===== config.mk =====
export PLATFORM = sky130hd
export DESIGN_NAME = forward_ctrl
export DESIGN_NICKNAME = d
export VERILOG_FILES = /design/src/rtl/forward_ctrl.sv
export SDC_FILE = /design/constraint.sdc
export NUM_CORES = 1
export LEC_CHECK = 0
export BUFFER_PORTS_ARGS = -buffer_cell sky130_fd_sc_hd__buf_2
export CAP_MARGIN = 25
export CORE_MARGIN = 3
export CORE_UTILIZATION = 48
export CTS_BUF_LIST = sky130_fd_sc_hd__clkbuf_16
export DETAILED_ROUTE_END_ITERATION = 16
export PLACE_DENSITY = 0.86
export SYNTH_ARGS = -nofsm -noshare
export SYNTH_HDL_FRONTEND = slang
export SYNTH_SLANG_ARGS = --single-unit

===== constraint.sdc =====
create_clock -name clk -period 4.3 [get_ports clk]
set_input_delay 0.645 -clock clk [delete_from_list [all_inputs] [get_ports clk]]
set_output_delay 0.645 -clock clk [all_outputs]
set_load 0.005 [all_outputs]

===== src/rtl/forward_ctrl.sv =====
// Hazard unit for a 5-stage pipeline: operand forwarding selects, load/branch
// interlocks, and a multi-cycle divider that holds the execute stage.
//
// state | meaning
// IDLE  | no divide in flight; a div_startE here launches one and stalls
// BUSY  | divider occupying execute; counter counts down to zero
// DONE  | one-cycle retire slot; stalls released, new starts ignored
module forward_ctrl #(
  parameter int unsigned DIV_LAT = 32
) (
  input  logic       clk,
  input  logic       rst,
  input  logic [4:0] rsD,
  input  logic [4:0] rtD,
  input  logic       branchD,
  input  logic [4:0] rsE,
  input  logic [4:0] rtE,
  input  logic [4:0] writeregE,
  input  logic       regwriteE,
  input  logic       memtoregE,
  input  logic [4:0] writeregM,
  input  logic       regwriteM,
  input  logic       memtoregM,
  input  logic [4:0] writeregW,
  input  logic       regwriteW,
  input  logic       div_startE,
  output logic [1:0] forwardAE,
  output logic [1:0] forwardBE,
  output logic       forwardAD,
  output logic       forwardBD,
  output logic       stallF,
  output logic       stallD,
  output logic       stallE,
  output logic       flushE,
  output logic       flushM,
  output logic       div_busy
);

  typedef enum logic [1:0] {IDLE, BUSY, DONE} div_state_t;

  localparam logic [5:0] CNT_LOAD = 6'(DIV_LAT - 1);

  div_state_t state, state_nxt;
  logic [5:0] cnt, cnt_nxt;
  logic       divstall;
  logic       lwstall;
  logic       brstall;
  logic       m_valid, w_valid, e_valid;

  always_ff @(posedge clk) begin
    if (rst) begin
      state <= IDLE;
      cnt   <= '0;
    end else begin
      state <= state_nxt;
      cnt   <= cnt_nxt;
    end
  end

  always_comb begin
    state_nxt = state;
    cnt_nxt   = cnt;
    divstall  = 1'b0;
    case (state)
      IDLE: begin
        if (div_startE) begin
          state_nxt = BUSY;
          cnt_nxt   = CNT_LOAD;
          divstall  = 1'b1;
        end
      end
      BUSY: begin
        divstall = 1'b1;
        if (cnt == 6'd0) state_nxt = DONE;
        else             cnt_nxt   = cnt - 6'd1;
      end
      DONE: begin
        state_nxt = IDLE;
      end
      default: begin
        state_nxt = IDLE;
        cnt_nxt   = '0;
      end
    endcase
  end

  assign div_busy = (state != IDLE);

  // register 0 is hardwired, so it never acts as a forwarding source
  assign m_valid = regwriteM && (writeregM != 5'd0);
  assign w_valid = regwriteW && (writeregW != 5'd0);
  assign e_valid = regwriteE && (writeregE != 5'd0);

  always_comb begin
    forwardAE = 2'b00;
    forwardBE = 2'b00;
    if (m_valid && writeregM == rsE)      forwardAE = 2'b10;
    else if (w_valid && writeregW == rsE) forwardAE = 2'b01;
    if (m_valid && writeregM == rtE)      forwardBE = 2'b10;
    else if (w_valid && writeregW == rtE) forwardBE = 2'b01;
  end

  assign forwardAD = m_valid && (writeregM == rsD);
  assign forwardBD = m_valid && (writeregM == rtD);

  assign lwstall = memtoregE && e_valid && (writeregE == rsD || writeregE == rtD);
  assign brstall = branchD &&
                   ((e_valid && (writeregE == rsD || writeregE == rtD)) ||
                    (memtoregM && writeregM != 5'd0 &&
                     (writeregM == rsD || writeregM == rtD)));

  // divider stall dominates: execute holds and memory gets the bubble instead
  always_comb begin
    stallF = 1'b0;
    stallD = 1'b0;
    stallE = 1'b0;
    flushE = 1'b0;
    flushM = 1'b0;
    if (divstall) begin
      stallF = 1'b1;
      stallD = 1'b1;
      stallE = 1'b1;
      flushM = 1'b1;
    end else if (lwstall || brstall) begin
      stallF = 1'b1;
      stallD = 1'b1;
      flushE = 1'b1;
    end
  end

endmodule


Word level (Yosys, flattened, before mapping)

Cells that the tools add are included.

Order comparisons: 0
Multipliers: 0
Shift-type cells: 0
Mux-type cells: 16
Add/subtract/negate cells: 1
Eq/ne operators: 13
Reduce and logical (&&, ||, !) cells: 27
Bitwise logic cells: 1
Divide/modulo/power cells: 0

Operators with widths:

| kind                                                | count |
|---|---|
| equality test 5 bit                                 | 8 |
| one-hot mux 6 bit (3 select lines)                  | 1 |
| logical AND 1 bit                                   | 15 |
| nonzero test 5 bit                                  | 3 |
| 2-to-1 mux 6 bit                                    | 2 |
| 2-to-1 mux 2 bit                                    | 4 |
| 2-to-1 mux 1 bit                                    | 7 |
| logical NOT 6 bit                                   | 1 |
| != test 2 bit, second input constant                | 3 |
| subtractor 6 x 1 -> 6 bit, second input constant    | 1 |
| logical OR 1 bit                                    | 4 |
| one-hot mux 2 bit (2 select lines)                  | 1 |
| AND reduction 3 bit                                 | 1 |
| equality test 2 x 1 -> 1 bit, second input constant | 1 |
| equality test 2 bit, second input constant          | 1 |
| logical NOT 2 bit                                   | 1 |
| one-hot mux 1 bit (2 select lines)                  | 1 |
| AND reduction 2 bit                                 | 1 |
| nonzero test 2 bit                                  | 1 |
| NOT 1 bit                                           | 1 |

Memory bits (read-only): 0
Input port bits: 44
Memories kept: 0
Bits in latches: 0
Memory bits (writable): 0
Bits in registers: 8

Logic depth before layout (Yosys ltp)

Gate-level depths: netlist of run 1.

Depth after elaboration: 8
Mapped depth: 7
Mapped depth without buffers: 7

Least setup slack after synthesis of run 1

OpenSTA, ideal clock, no wires.

Path type: input port to output port
Start: input port writeregM[4]
End: output port stallF
Cell stages on the path: 7
Setup slack: 1949 ps
Data required time: 3655 ps
Path buffers: 2
Arrival: 1706 ps
Path through: clkbuf_1 > xnor2_1 > nand3_1 > nor3_1 > o2111ai_1 > nand3b_1 > buf_4

Word-level cells in the longest chain between the ends: 8

RTL lines:

| element                                                   | RTL line | RTL |
|---|---|---|
| start: declaration                                        | 21       | `input logic [4:0] writeregM,` |
| equality test 5 bit or nonzero test 5 bit (tied branches) | 110, 109 |  |
| logical OR 1 bit or logical AND 1 bit (tied branches)     | 110, 109 |  |
| logical AND 1 bit (*)                                     | 109      | `(memtoregM && writeregM != 5'd0 &&` |
| logical OR 1 bit (*)                                      | 108      | `((e_valid && (writeregE == rsD \|\| writeregE == rtD)) \|\|` |
| logical AND 1 bit (*)                                     | 107      | `assign brstall = branchD &&` |
| logical OR 1 bit (*)                                      | 124      | `end else if (lwstall \|\| brstall) begin` |
| 2-to-1 mux 1 bit (*) (2 in a row)                         | --       |  |
| end: declaration                                          | 31       | `output logic stallF,` |

Mark *: on every way between the ends. The rest lies on a longest branch, timed or not.

Final worst setup path of run 1

Start: input port writeregW[3]
End: output port forwardAE[0]

Word-level cells in the longest chain between the ends: 5

RTL lines:

| element               | RTL line | RTL |
|---|---|---|
| start: declaration    | 24       | `input logic [4:0] writeregW,` |
| nonzero test 5 bit    | 91       | `assign w_valid = regwriteW && (writeregW != 5'd0);` |
| logical AND 1 bit     | 91       |  |
| logical AND 1 bit (*) | 98       | `else if (w_valid && writeregW == rsE) forwardAE = 2'b01;` |
| 2-to-1 mux 1 bit (*)  | 98       |  |
| 2-to-1 mux 2 bit (*)  | 97       | `if (m_valid && writeregM == rsE) forwardAE = 2'b10;` |
| end: declaration      | 27       | `output logic [1:0] forwardAE,` |

Marks and branches as above.

==> results.json, run 1 <==
{
  "outcome": "finished, final reports clean",
  "dp_hpwl_mm": 2.40,
  "io_pins": 56,
  "crit_start": "writeregW[3]",
  "drive_above_1_share_pct": 35.6,
  "firstDrtPassIters": 4,
  "synth_top_cell_area_share_pct": 19.1,
  "die_w_um": 51.8,
  "grt.overflow.total": 0,
  "antenna_cells": 0,
  "ant_nets": 0,
  "cp_data_arrival_time_ns": 1.93,
  "required_ns": 3.65,
  "place_congestion": 0.859,
  "syn_nets": 174,
  "synthesis.area_mm2": 0.00101,
  "numClockSinks": 8,
  "clk_path_buf_depth": 2,
  "core-area_mm2": 0.00186,
  "viasPerCell": 5.50,
  "rsz0062_at_grt": "false",
  "slowest_delay_ns": 0.53,
  "wl_per_cell_um": 14.5,
  "placed_cells": 199,
  "clk_latency_ns": 0.23,
  "synth_ff_type": "dfxtp_1",
  "post-route-period-util_pct": 59.9,
  "grt_max_degree": 10,
  "synth-edff-count": 0,
  "setup_viol": 0,
  "multiInputGateArea_um2": 778,
  "hold_start": "cnt[1]",
  "port_buffers": 55,
  "syn_to_final_growth_pct": 32.5,
  "r2r_start": "cnt[0]",
  "relSlewSlack_pct": 47.7,
  "maxSlewViolCount": 0,
  "final_nets": 224,
  "critPathBufInv": 2,
  "cts_made_buffers": 3,
  "drt_iter0_drc": 18,
  "cp_cell_sequence": "buf_2, or4_1, o21ai_0, or4_1, nor4_1, buf_2",
  "min_path_type": "flop to flop",
  "grt_usage_pct": 24.1,
  "avgSynthCellArea_um2": 7.81,
  "ys.warnings.count": 0,
  "tightestPinTransition_ns": 0.774,
  "postCtsSetupBuffers": 0,
  "seqCellArea_um2": 160,
  "drv_cap": 0,
  "power.total_w": 0.000393,
  "synth_seq_cells": 8,
  "cellPowerDensity_mw_per_mm2": 294,
  "post-route-min-period_ns": 2.58,
  "wirelength_mm": 2.92,
  "htree_levels": 1,
  "async_reset_ff_share_pct": 0,
  "worstSetupPathType": "input pin to output port",
  "synth_cells": 129,
  "cts-root-buf": "clkbuf_16",
  "drc": 0,
  "cp_top_family": "simple AND/OR/NAND/NOR gates",
  "post_cts_resized": 0,
  "antenna_found_initial": 0,
  "fin_util_pct": 71.9,
  "startpoint_type": "input pin",
  "crit_path_end_kind": "output port",
  "fill_cells": 155,
  "cts_hold_buf": 0,
  "cts_tree": "done",
  "clkTransAtPathRegs_ns": 0.04,
  "yosysTopAreaCell": "xor2_1",
  "synth_area_leaders": "xor2_1, xnor2_1, dfxtp_1",
  "grt_pass1_wl_mm": 4.82,
  "cpMaxStageDelayCell": "or4_1",
  "initial_utilization_pct": 54.2,
  "skew_ns": 0.00146,
  "tns_ns": 0,
  "chipHeight_um": 51.8,
  "routed-via-count": 1112,
  "die-area_mm2": 0.00268,
  "row_count": 15,
  "grt_pass1_vias": 1095,
  "cp_max_fo": 3,
  "seq_area_frac_synth_pct": 15.9,
  "leakagePower_nw": 0.606,
  "instances_no_fill": 202,
  "hold_violations": 0,
  "peakVddDrop_v": 0.000318,
  "synth_cell_types": 36,
  "max_clock_freq_mhz": 388
}
## worst paths after layout
| check | endpoint | slack, ns | depth (start not counted) |
|---|---|---|---|
| hold reg to reg | cnt[1] | 0.52 | 2 |
| setup reg to reg | cnt[5] | 2.37 | 7 |
| hold / removal | cnt[1] | 0.52 | 2 |
| setup / recovery | forwardAE[0] | 1.72 | 6 |
## report_power, final
| part | internal, W | switching [W] | leakage, nW |
|---|---|---|---|
| Sequential | 0.0000857 | 0.0000136 | 0.0665 |
| Clock | 0.000120 | 0.0000377 | 0.0370 |
| Combinational | 0.0000677 | 0.0000682 | 0.502 |
| Total | 0.000273 | 0.000120 | 0.606 |
## logic make-up (layout without fill, tap and decap cells)
family,count (synthesis),after routing,share of synthesized area [%]
AOI/OAI and AO/OA,18,18,13.5
xor gates and xnor gates,41,41,35.7
adders and majority gates,1,1,1.24
buffers and inverters,14,62,6.83
DFF,8,8,15.9
muxes,2,2,1.99
and+or+nand+nor,45,45,24.8
## synth_stat cells (2+ instances only)
cell and number:
a21oi_1 5, a22o_1 2, buf_4 2, clkbuf_1 5
dfxtp_1 8, inv_1 4, mux2i_1 2, nand2_1 6
nand3_1 6, nor2_1 7, nor2b_1 2, nor3_1 7
nor4_1 5, o21ai_0 4, o2bb2ai_1 2, or4_1 3
xnor2_1 19, xor2_1 22
## layer usage
metal  routed length (um)  GRT usage [%]  vias up
met5                    0              0        -
met1                 1130           26.3      504
met4                   61           7.86        0
met2                 1480           44.3       59
met3                  253           6.88        8
li1                     -              -      541
## registers in the layout, summed over array words and instances (netlist names)
| register | flops |
|---|---|
| cnt | 6 |
| state | 2 |
## layout make-up
type	count	share of cell area (%)
clock buffer	3	5.62
inverter	4	1.12
multi-input combinational	107	58.3
sequential	8	12.0
tap	25	2.34
timing repair buffer	55	20.6
## through the flow
step | hold slack, ns | area, um^2 | worst slack (ns)
after floorplan | 0.477 | 1010 | 1.95
after global placement | 0.501 | 1260 | 1.88
after detailed placement | 0.514 | 1260 | 1.74
after CTS | 0.523 | 1340 | 1.74
after global routing | 0.568 | 1340 | 1.64
final | 0.520 | 1340 | 1.72
## tightest hold or removal path, stage by stage, from the launching register on
cell	delay [ns]
dfxtp_1	0.33
mux2i_1	0.07
nor2_1	0.08
## cell usage in the layout, fill, tap and decap left out, types with 3 or more instances in the layout
master	count
dfxtp_1	8
o21ai_0	4
nor3_1	7
or4_1	3
a21oi_1	5
xnor2_1	19
clkbuf_16	3
nand2_1	6
xor2_1	22
nor2_1	7
nor4_1	5
nand3_1	6
buf_2	55
inv_1	4
Note: power is estimated with default switching activity, not from simulation.
==> run 2, diff against run 1 <==
--- a/config.mk
+++ b/config.mk
@@ -8,10 +8,10 @@
 export BUFFER_PORTS_ARGS = -buffer_cell sky130_fd_sc_hd__buf_2
 export CAP_MARGIN = 25
 export CORE_MARGIN = 3
-export CORE_UTILIZATION = 48
+export CORE_UTILIZATION = 44
 export CTS_BUF_LIST = sky130_fd_sc_hd__clkbuf_16
 export DETAILED_ROUTE_END_ITERATION = 16
-export PLACE_DENSITY = 0.86
+export PLACE_DENSITY = 0.8
 export SYNTH_ARGS = -nofsm -noshare
 export SYNTH_HDL_FRONTEND = slang
 export SYNTH_SLANG_ARGS = --single-unit
==> constraint.sdc (replaced) <==
create_clock -name clk -period 2.63 [get_ports clk]
set_input_delay 0.3945 -clock clk [delete_from_list [all_inputs] [get_ports clk]]
set_output_delay 0.3945 -clock clk [all_outputs]
set_load 0.005 [all_outputs]
==> run 2 against run 1 <==
- setup slack got worse by 1.1 ns
- design area increased by 0.19%
- sequential share of layout area about the same
- non-clock buffer count unchanged
- clock-buffer cell count unchanged
- die area increased by 8.0%
- clock skew increased by 0.00093 ns
- global-route usage decreased by 3.8 points
- power increased by 62%
- flip-flop and latch count unchanged
- cell count increased by 0.99%
- critical path type is now flop to flop
- critical endpoint is now cnt[3]
- largest power group unchanged
==> results.json, run 2 (synthesis results as in run 1) <==
{
  "dp_hpwl_mm": 2.36,
  "crit_start": "cnt[0]",
  "antenna_cells": 0,
  "ant_nets": 0,
  "place_congestion": 0.836,
  "drive_above_1_share_pct": 35.6,
  "firstDrtPassIters": 4,
  "cp_data_arrival_time_ns": 2.16,
  "viasPerCell": 5.33,
  "cts_made_buffers": 3,
  "row_count": 16,
  "min_path_type": "input pin to flop",
  "startpoint_type": "flop",
  "cellPowerDensity_mw_per_mm2": 475,
  "seqCellArea_um2": 160,
  "required_ns": 2.80,
  "rsz0062_at_grt": "false",
  "final_cell_mix": "buf_2, xor2_1, xnor2_1",
  "tns_ns": 0,
  "r2r_slack_ns": 0.64,
  "die-area_mm2": 0.00290,
  "final_nets": 224,
  "skew_ns": 0.00239,
  "relSlewSlack_pct": 43.6,
  "wirelength_mm": 2.82,
  "cts_tree": "done",
  "setup_viol": 0,
  "post-route-period-util_pct": 75.6,
  "grt_max_degree": 10,
  "final_area_mm2": 0.00134,
  "port_buffers": 55,
  "io_pins": 56,
  "grt_pass1_wl_mm": 4.37,
  "post_cts_resized": 0,
  "top_register": "cnt",
  "tightestPinTransition_ns": 0.834,
  "clk_latency_ns": 0.23,
  "max_clock_freq_mhz": 503,
  "reg.largest.list": "cnt: 6 flops, state: 2 flops",
  "maxSlewViolCount": 0,
  "peakVddDrop_v": 0.000517,
  "hold_violations": 0,
  "placed_area_mm2": 0.00126,
  "worstSetupPathType": "flop to flop",
  "outcome": "finished, final reports clean",
  "grt.overflow.total": 0,
  "postCtsSetupBuffers": 0,
  "cts-root-buf": "clkbuf_16",
  "drv_cap": 0,
  "cts_hold_buf": 0,
  "hold_start": "rst",
  "initial_utilization_pct": 48.8,
  "wl_per_cell_um": 13.8,
  "htree_levels": 1,
  "clkTransAtPathRegs_ns": 0.04,
  "leakagePower_nw": 0.606,
  "core-area_mm2": 0.00206,
  "grt_usage_pct": 20.3,
  "drc": 0,
  "cp_max_fo": 5,
  "r2r_start": "cnt[0]",
  "crit_path_end_kind": "flop",
  "numClockSinks": 8,
  "routed-via-count": 1087,
  "syn_to_final_growth_pct": 32.8,
  "antenna_found_initial": 0,
  "layout_commonest_cell": "buf_2",
  "die_w_um": 53.8,
  "multiInputGateArea_um2": 778,
  "largest_reg_flops": 6,
  "chipHeight_um": 53.8,
  "clk_path_buf_depth": 2,
  "drt_iter0_drc": 6,
  "grt_pass1_vias": 1072,
  "post-route-min-period_ns": 1.99,
  "fill_cells": 178
}
run 2: cell counts in the layout (fill, tap and decap cells not counted):
No cell type changed its count.
run 2: worst max-delay path, stage by stage (launching register included):
cell and delay, ns:
dfxtp_1 0.36, inv_1 0.06, ha_1 0.22, and2_4 0.18
nand2_1 0.08, nor4b_1 0.69, o2bb2ai_1 0.20, a22o_1 0.15
run 2: metrics by stage:
step | power, W | utilization, % | worst slack [ns] | hold WS [ns] | cells
2_1_floorplan | 0.000307 | - | 0.780 | 0.477 | 129
3_3_place_gp | 0.000369 | 61.2 | 0.698 | 0.498 | 201
3_5_place_dp | 0.000380 | 61.2 | 0.645 | 0.518 | 201
4_1_cts | 0.000641 | 64.9 | 0.645 | 0.443 | 204
5_1_grt | 0.000671 | 64.9 | 0.463 | 0.465 | 204
6_report | 0.000635 | 64.9 | 0.641 | 0.445 | 204
run 2: final cells by class:
class / count / share of cell area (%)
timing repair buffer: 55 / 20.6
multi-input combinational: 107 / 58.2
sequential: 8 / 12.0
inverter: 4 / 1.12
clock buffer: 3 / 5.61
tap: 27 / 2.53
run 2: report_power, final:
part,switching (W),internal [W],total [W]
registers,0.0000209,0.000140,0.000161
logic,0.000109,0.000111,0.000220
clock network,0.0000587,0.000196,0.000255
total,0.000189,0.000447,0.000635
run 2: final timing paths:
| kind | to | cells past startpoint |
|---|---|---|
| min reg2reg | cnt[1] | 2 |
| max reg2reg | cnt[3] | 7 |
| min | cnt[2] | 2 |
| max | cnt[3] | 7 |
run 2: per-layer routing:
layer	vias to the layer above	track usage, %	wire (um)
met3	3	3.88	170
met4	0	3.40	13
met5	-	0	0
li1	538	-	-
met2	35	41.9	1470
met1	511	20.7	1160
==> run 3, diff against run 2 <==
--- a/config.mk
+++ b/config.mk
@@ -5,13 +5,15 @@
 export SDC_FILE = /design/constraint.sdc
 export NUM_CORES = 1
 export LEC_CHECK = 0
+export ABC_AREA = 1
 export BUFFER_PORTS_ARGS = -buffer_cell sky130_fd_sc_hd__buf_2
 export CAP_MARGIN = 25
+export CORE_ASPECT_RATIO = 0.5
 export CORE_MARGIN = 3
-export CORE_UTILIZATION = 44
+export CORE_UTILIZATION = 42
 export CTS_BUF_LIST = sky130_fd_sc_hd__clkbuf_16
 export DETAILED_ROUTE_END_ITERATION = 16
-export PLACE_DENSITY = 0.8
+export PLACE_DENSITY = 0.76
 export SYNTH_ARGS = -nofsm -noshare
 export SYNTH_HDL_FRONTEND = slang
 export SYNTH_SLANG_ARGS = --single-unit
==> constraint.sdc (replaced) <==
create_clock -name clk -period 1.65 [get_ports clk]
set_input_delay 0.2475 -clock clk [delete_from_list [all_inputs] [get_ports clk]]
set_output_delay 0.2475 -clock clk [all_outputs]
set_load 0.005 [all_outputs]
==> run 3 against run 2 <==
- critical endpoint is now stallD
- global-route usage fell by 3.5 points
- sequential share of layout area fell by 1.4 points
- non-clock buffer count did not move
- flip-flop and latch count did not move
==> results.json, run 3 <==
{
  "ys.warnings.count": 0,
  "cp_top_family": "flip-flops",
  "cp_cell_sequence": "inv_2, nor2_4, inv_1, nand2_1, nand3b_1, buf_2",
  "seq_area_frac_synth_pct": 13.5,
  "die-area_mm2": 0.00354,
  "required_ns": 1.40,
  "drv_cap": 0,
  "chipHeight_um": 43.6,
  "synthTopCellsByCount": "nand2_1, inv_1, nor2_1, xnor2_1, nand3_1",
  "grt_pass1_wl_mm": 4.78,
  "synth-simple-area-share_pct": 42.8,
  "layout_commonest_cell": "nand2_1",
  "core-area_mm2": 0.00243,
  "worstSetupPathType": "flop to output port",
  "cts-root-buf": "clkbuf_16",
  "largest_reg_flops": 6,
  "synth_fa_ha_area_share_pct": 1.05,
  "postCtsSetupBuffers": 0,
  "grt_pass1_vias": 1126,
  "reg.largest.list": "cnt: 6 flops, state: 2 flops",
  "clk_path_buf_depth": 2,
  "antenna_found_initial": 0,
  "clk_latency_ns": 0.23,
  "crit_path_end_kind": "output port",
  "cts_tree": "done",
  "wl_per_cell_um": 10.0,
  "top_register": "cnt",
  "async_reset_ff_share_pct": 0,
  "peakVddDrop_v": 0.000788,
  "synth_seq_cells": 8,
  "synth_xor_area_share_pct": 18.5,
  "io_pins": 56,
  "htree_levels": 1,
  "drive_above_1_share_pct": 31.5,
  "cp_max_fo": 6,
  "power.total_w": 0.00104,
  "grt_usage_pct": 16.9,
  "grt.overflow.total": 0,
  "synth_cells": 205,
  "synth.area.mux_share_pct": 0,
  "place_congestion": 0.852,
  "synth-edff-count": 0,
  "viasPerCell": 4.68,
  "tns_ns": 0,
  "synth_top_cell_area_share_pct": 18.4,
  "antenna_cells": 0,
  "final_nets": 304,
  "wirelength_mm": 2.93,
  "syn_nets": 250,
  "drt_iter0_drc": 17,
  "tightestPinTransition_ns": 0.199,
  "cts_made_buffers": 3,
  "routed-via-count": 1368,
  "port_buffers": 55,
  "max_clock_freq_mhz": 670,
  "slowest_delay_ns": 0.38,
  "leakagePower_nw": 0.871,
  "skew_ns": 0.00390,
  "initial_utilization_pct": 48.8,
  "critPathBufInv": 3,
  "avgSynthCellArea_um2": 5.79,
  "relSlewSlack_pct": 86.7,
  "synth_cell_types": 27,
  "synth_area_leaders": "nand2_1, dfxtp_1, xnor2_1",
  "final_cell_mix": "nand2_1, buf_2, inv_1",
  "cp_data_arrival_time_ns": 1.24,
  "numClockSinks": 8,
  "post-route-period-util_pct": 90.4,
  "synth_compound_area_share_pct": 9.28,
  "row_count": 12,
  "ant_nets": 0,
  "cellPowerDensity_mw_per_mm2": 674,
  "setup_viol": 0,
  "grt_max_degree": 9,
  "synthesis.area_mm2": 0.00119,
  "synth_top_family_by_area": "simple AND/OR/NAND/NOR gates",
  "firstDrtPassIters": 6,
  "syn_to_final_growth_pct": 29.6,
  "rsz0062_at_grt": "false",
  "yosysTopAreaCell": "nand2_1",
  "die_w_um": 81.2,
  "maxSlewViolCount": 0,
  "synthMostInstantiatedCell": "nand2_1",
  "min_path_type": "input pin to flop",
  "outcome": "finished, final reports clean",
  "clkTransAtPathRegs_ns": 0.04,
  "synth_ff_type": "dfxtp_1",
  "post-route-min-period_ns": 1.49,
  "cpMaxStageDelayCell": "dfxtp_2",
  "startpoint_type": "flop",
  "hold_violations": 0,
  "dp_hpwl_mm": 2.57,
  "drc": 0
}
-- run 3: where the power goes --
group          switching [W]  total [W]  internal [W]
clock              0.0000960   0.000409      0.000313
sequential         0.0000231   0.000243      0.000220
combinational       0.000217   0.000386      0.000168
total               0.000336    0.00104      0.000701
-- run 3: cells by family (layout without fill, tap and decap cells) --
kind of cell    Yosys count  count (layout)
compound gates           19              19
xor+xnor                 25              25
fa+ha+maj                 1               1
buf+inv                  41              93
flops                     8               8
simple gates            111             111
-- run 3: path summary, 6_finish.rpt --
kind                            startpoint        to  slack [ns]  depth (start not counted)
worst max-delay path              state[0]    stallD        0.16                          6
worst min register to register      cnt[1]    cnt[1]        0.49                          2
worst max register to register      cnt[0]    cnt[2]        0.31                          9
worst min-delay path                   rst  state[1]        0.25                          2
-- run 3: repair_timing --
action / in CTS / in global routing
gates resized for setup: 0 / 2
endpoints found under the setup margin: 0 / 2
hold buffers: 0 / 0
-- run 3: metrics by stage --
step	utilization (%)	setup slack (ns)	hold WS, ns	instances	instance area (um^2)
detailed placement	60.0	0.237	0.484	289	1460
global route	63.2	0.0377	0.259	292	1540
floorplan	-	0.318	0.320	205	1190
finish	63.2	0.158	0.254	292	1540
CTS	63.1	0.0692	0.260	292	1540
global placement	60.0	0.240	0.475	289	1460
-- run 3: per-layer routing --
metal  wire, um  part of all wire [%]  GRT usage, %
met5          0                     0             0
met4         14                  0.48          4.04
met3        188                   6.4          4.15
met2       1420                    48          29.5
met1       1310                    45          21.0
-- run 3: area by class of cell --
type / instances / area (um^2)
clock buffer: 3 / 75.1
fill: 249 / 895
inverter: 35 / 131
multi-input combinational: 156 / 850
sequential: 8 / 163
tap: 35 / 43.8
timing repair buffer: 55 / 275
